<file path="src/rtl/gf180mcu_fd_sc_mcu7t5v0__sdffq_bank.sv">
// Muxed-scan D flop bank with parallel load, serial shift and a saturating shift counter.
// Latency: 1 cycle load/shift; no backpressure. Options: GF180MCU_FD_SC_MCU7T5V0__SDFFQ_BANK_PARITY_EN, USE_POWER_PINS.
module gf180mcu_fd_sc_mcu7t5v0__sdffq_bank #(
  parameter int               WIDTH     = 4,
  parameter logic [WIDTH-1:0] RESET_VAL = '0
) (
`ifdef USE_POWER_PINS
  inout  wire                          VDD,
  inout  wire                          VSS,
`endif
`ifdef GF180MCU_FD_SC_MCU7T5V0__SDFFQ_BANK_PARITY_EN
  output logic                         QPAR,
`endif
  input  logic                         CLK,
  input  logic                         RST,
  input  logic [WIDTH-1:0]             D,
  input  logic                         E,
  input  logic                         SE,
  input  logic                         SI,
  output logic [WIDTH-1:0]             Q,
  output logic                         SO,
  output logic [$clog2(WIDTH+1)-1:0]   SCNT,
  output logic                         SDONE
);

  localparam int             CW   = $clog2(WIDTH + 1);
  localparam logic [CW-1:0]  CMAX = CW'(WIDTH);

  logic [WIDTH-1:0] q_nxt;

`ifdef USE_POWER_PINS
  logic unused_pwr;
  assign unused_pwr = VDD ^ VSS;
`endif

  // Truncating {Q,SI} to WIDTH bits gives the left shift and also covers WIDTH=1.
  always_comb begin
    q_nxt = Q;
    if (SE) begin
      q_nxt = WIDTH'({Q, SI});
    end else if (E) begin
      q_nxt = D;
    end
  end

  always_ff @(posedge CLK) begin
    if (RST) begin
      Q <= RESET_VAL;
    end else begin
      Q <= q_nxt;
    end
  end

  always_ff @(posedge CLK) begin
    if (RST) begin
      SCNT <= '0;
    end else if (SE) begin
      if (SCNT != CMAX) begin
        SCNT <= SCNT + CW'(1);
      end
    end else begin
      SCNT <= '0;
    end
  end

`ifdef GF180MCU_FD_SC_MCU7T5V0__SDFFQ_BANK_PARITY_EN
  // Parity is taken from the next value so it tracks Q with no extra cycle.
  always_ff @(posedge CLK) begin
    if (RST) begin
      QPAR <= ^RESET_VAL;
    end else begin
      QPAR <= ^q_nxt;
    end
  end
`endif

  assign SO    = Q[WIDTH-1];
  assign SDONE = (SCNT == CMAX);

endmodule
</file>
<file path="config.mk">
export PLATFORM = sky130hd
export DESIGN_NAME = gf180mcu_fd_sc_mcu7t5v0__sdffq_bank
export DESIGN_NICKNAME = d
export VERILOG_FILES = /design/src/rtl/gf180mcu_fd_sc_mcu7t5v0__sdffq_bank.sv
export SDC_FILE = /design/constraint.sdc
export NUM_CORES = 1
export LEC_CHECK = 0
export BUFFER_PORTS_ARGS = -buffer_cell sky130_fd_sc_hd__buf_2
export CAP_MARGIN = 25
export CORE_AREA = 2 2 39 41
export DETAILED_ROUTE_END_ITERATION = 10
export DIE_AREA = 0 0 41 43
export HOLD_SLACK_MARGIN = 0.12
export PLACE_DENSITY_LB_ADDON = 0.12
export SKIP_CTS_REPAIR_TIMING = 1
export SYNTH_ARGS = -nofsm -noshare
export SYNTH_HDL_FRONTEND = slang
export SYNTH_SLANG_ARGS = --single-unit
</file>
<file path="constraint.sdc">
create_clock -name CLK -period 2.6 [get_ports CLK]
set_input_delay 0.52 -clock CLK [delete_from_list [all_inputs] [get_ports CLK]]
set_output_delay 0.52 -clock CLK [all_outputs]
set_load 0.02 [all_outputs]
</file>
* After elaboration in Yosys (flattened, before gate mapping) *
Index checks and enable logic that the tools add are counted.

storage, ports and cells
  register bits = 7
  bits in latches = 0
  RAM bits = 0
  bits in read-only memories = 0
  input bits = 9
  output and inout bits = 9
  logic and storage cells = 10
  memories kept = 0

operators by class
  add/sub/neg operators = 1
  $mul = 0
  divide/modulo/power cells = 0
  magnitude comparators = 0
  equal/unequal tests = 2
  shifts and indexed selects = 0
  multiplexer cells = 2
  bitwise logic cells = 1
  reduce and logical (&&, ||, !) cells = 2

operators by type and width
  kind                 count
  $mux 4               2
  $add 3x1->3 const B  1
  $eq 3x3->1 const B   1
  $ne 3x3->1 const B   1
  $reduce_bool 2->1    1
  $reduce_or 2->1      1
  $not 1->1            1

* Depth between registers and ports, before layout *
  word-level depth = 2
  depth in mapped cells = 4
  mapped depth without buffers = 4

* Least setup slack after synthesis *
No wires, ideal clock.

  path type = register to output
  start point = register SCNT[0]
  end point = output SDONE
  arrival = 1.017 ns
  required time = 2.080 ns
  path slack = 1.063 ns
  cell stages (with the launch flop) = 4
  buffers on the path = 0
  cells stage by stage = dfxtp_1 > inv_1 > ha_1 > and2_1

on the way
  word-level cells in the longest chain between the ends = 1

RTL lines
  what                    line  text
  from (decl)             22    output logic [$clog2(WIDTH+1)-1:0] SCNT,
  from (signal assigned)  59    SCNT <= SCNT + CW'(1);
  $eq 3x3->1              78    assign SDONE = (SCNT == CMAX);
  to (decl)               23    output logic SDONE

Every way passes these cells.

* Worst setup path after layout *
Ends and elaborated chain as after synthesis.

==> impl_metrics.env <==
export IMPL_syn2layout_area_growth_pct=31.8
export IMPL_fin_crit_sh_pct=68.3
export IMPL_die_y_um=43
export IMPL_fin_tns_setup_ps=0
export IMPL_clock_sinks=7
export IMPL_dp_cells=68
export IMPL_multi_input_area_sq_um=188
export IMPL_finalClockSkew_ps=11.0
export IMPL_finalSetupViolations=0
export IMPL_num_vias=306
export IMPL_nets=68
export IMPL_setup_worst_path_start="SCNT[0]$_SDFFE_PP0P_"
export IMPL_wl_um=652
export IMPL_start_util_pct=25.9
export IMPL_cts_tree="done"
export IMPL_fin_util_pct=34.1
export IMPL_n_fill_cell=164
export IMPL_numCtsBuffers=3
export IMPL_final_cells=72
export IMPL_cp_end_kind="primary output"
export IMPL_cp_endpoint="SDONE"
export IMPL_die_area_sq_mm=0.00176
export IMPL_gp_congestion=0.666
export IMPL_max_freq_mhz=563
export IMPL_hold_path_startpoint="RST"
export IMPL_core_area_sq_mm=0.00138
export IMPL_syn_instance_count=37
export IMPL_row_count=14
export IMPL_synth_nets=48
export IMPL_wl_per_cell_um=9.06
export IMPL_netlist_area_sq_um=358
export IMPL_r2r_worst_path_cells=4
export IMPL_startpoint_type="register"
export IMPL_worstPathRequired_ps=2080
export IMPL_crit_fanout=6
export IMPL_maxCapViolCount=0
export IMPL_clk_pin_slew_ps=60
export IMPL_clock_latency_ps=250
export IMPL_fp_dieW_um=41
export IMPL_power_mw=0.261
export IMPL_cts_root_buffer="clkbuf_4"
export IMPL_postRouteAntennaNets=0
export IMPL_rr_startpoint="SCNT[0]$_SDFFE_PP0P_"
export IMPL_place_ws_ps=1080
export IMPL_ys_types=17
export IMPL_timing_rr_end="SCNT[1]$_SDFFE_PP0P_"
export IMPL_slowest_stage="dfxtp_1"
export IMPL_antenna_cells=0
export IMPL_power_density_mw_per_mm2=552
export IMPL_hold_ws_ps=486
export IMPL_min_period_ps=1780
export IMPL_io_pins=18
export IMPL_drive_above_1_share_pct=39.3
export IMPL_final_common_cell="buf_2"
export IMPL_seqCellArea_sq_um=140
export IMPL_cts_buffer_depth=2
export IMPL_cp_cell_sequence="inv_1 -> ha_1 -> and2_1 -> buf_2"
export IMPL_cts_max_level=1
export IMPL_first_global_vias=259
export IMPL_grt_setup_unrepaired="false"
export IMPL_r2r_slack_ps=1480
export IMPL_power_leakage_nw=0.248
export IMPL_layout_setup_ws_ps=824
export IMPL_critical_path_class="register to primary output"
export IMPL_ir_drop_v=0.000194
export IMPL_final_cell_mix="buf_2, dfxtp_1, mux2i_1, nor2b_1, a211oi_1"
export IMPL_io_buffer_count=17
export IMPL_final_area_sq_um=472
export IMPL_grt_total_usage_pct=8.94
export IMPL_overflow=0
export IMPL_critPathArrivalTime_ps=1260
export IMPL_yosysWarningCount=0
export IMPL_viasPerCell=4.25
export IMPL_placed_area_sq_um=444
export IMPL_drt_pass1_iterations=2
export IMPL_hold_viol=0
export IMPL_drt_iter0_drc=3
export IMPL_status="complete, no violations"
export IMPL_grt_max_degree=9
export IMPL_syn_area_per_cell_sq_um=9.67
export IMPL_max_slew_margin_pct=85.9
export IMPL_drc=0
export IMPL_ys_ff_latch=7
export IMPL_drv_slew=0
export IMPL_worst_pin_slew_ps=212
export IMPL_antenna_found_initial=0
export IMPL_hold_class="input port to register"
export IMPL_slowest_delay_ps=380
export IMPL_grt_pass1_wl_mm=1.06
export IMPL_seq_area_frac_synth_pct=39.2
-- critical path: cells and delay by family (launching register included) --
family | cells | cell delay (ps)
simple gates | 1 | 170
fa+ha+maj | 1 | 250
flops | 1 | 380
buf+inv | 2 | 210
-- layout make-up --
cell class	instances	share of cell area, %
flip-flops and latches	7	29.7
inverters	3	2.39
clock inverters	1	1.06
clock buffers	3	4.77
well taps	16	4.24
multi-input cells	25	39.8
repair buffers	17	18.0
-- per-layer routing --
layer / vias up / GRT usage, % / wire [um]
li1: 165 / - / -
met1: 130 / 13.9 / 314
met2: 9 / 9.69 / 283
met3: 2 / 3.14 / 50
met4: 0 / 6.00 / 4
met5: - / 0 / 0
-- report_power, final --
group | total [mW] | internal, mW | leakage [nW] | switching, mW
sequential | 0.118 | 0.114 | 0.0577 | 0.00458
combinational | 0.0439 | 0.0201 | 0.172 | 0.0238
clock | 0.0985 | 0.0563 | 0.0177 | 0.0422
total | 0.261 | 0.190 | 0.248 | 0.0707
-- cells in the mapped netlist (all sizes together) --
master / count / area [sq um]
mux2i: 4 / 40.0
nand2b: 1 / 6.26
inv: 3 / 11.3
and3b: 1 / 8.76
a21o: 1 / 7.51
and2: 1 / 6.26
ha: 2 / 25.0
nor2b: 4 / 25.0
nor3: 1 / 5.00
a21oi: 2 / 10.0
a211oi: 4 / 30.0
nand3: 2 / 10.0
a21bo: 1 / 10.0
dfxtp: 7 / 140
buf: 2 / 18.8
nor2: 1 / 3.75
-- kinds of logic (layout without fill, tap and decap cells) --
family | Yosys count | count (layout) | share of synthesized area (%)
AOI/OAI and AO/OA | 8 | 8 | 16.1
adders and majority gates | 2 | 2 | 6.99
buffers and inverters | 5 | 24 | 8.39
and+or+nand+nor | 11 | 11 | 18.2
muxes | 4 | 4 | 11.2
DFF | 7 | 7 | 39.2
-- worst min path at each step --
stage               slack, ps  cells past startpoint              endpoint
floorplan                 570                      2  SCNT[1]$_SDFFE_PP0P_
global placement          510                      2     Q[2]$_SDFFE_PP0P_
detailed placement        500                      2  SCNT[1]$_SDFFE_PP0P_
CTS                       480                      2     Q[3]$_SDFFE_PP0P_
global route              490                      2     Q[3]$_SDFFE_PP0P_
finish                    490                      2     Q[3]$_SDFFE_PP0P_
-- registers in the layout, summed over array words and instances (netlist names) --
signal / cells
SCNT: 3
Q: 4
Power figures use the tool's default switching activity.
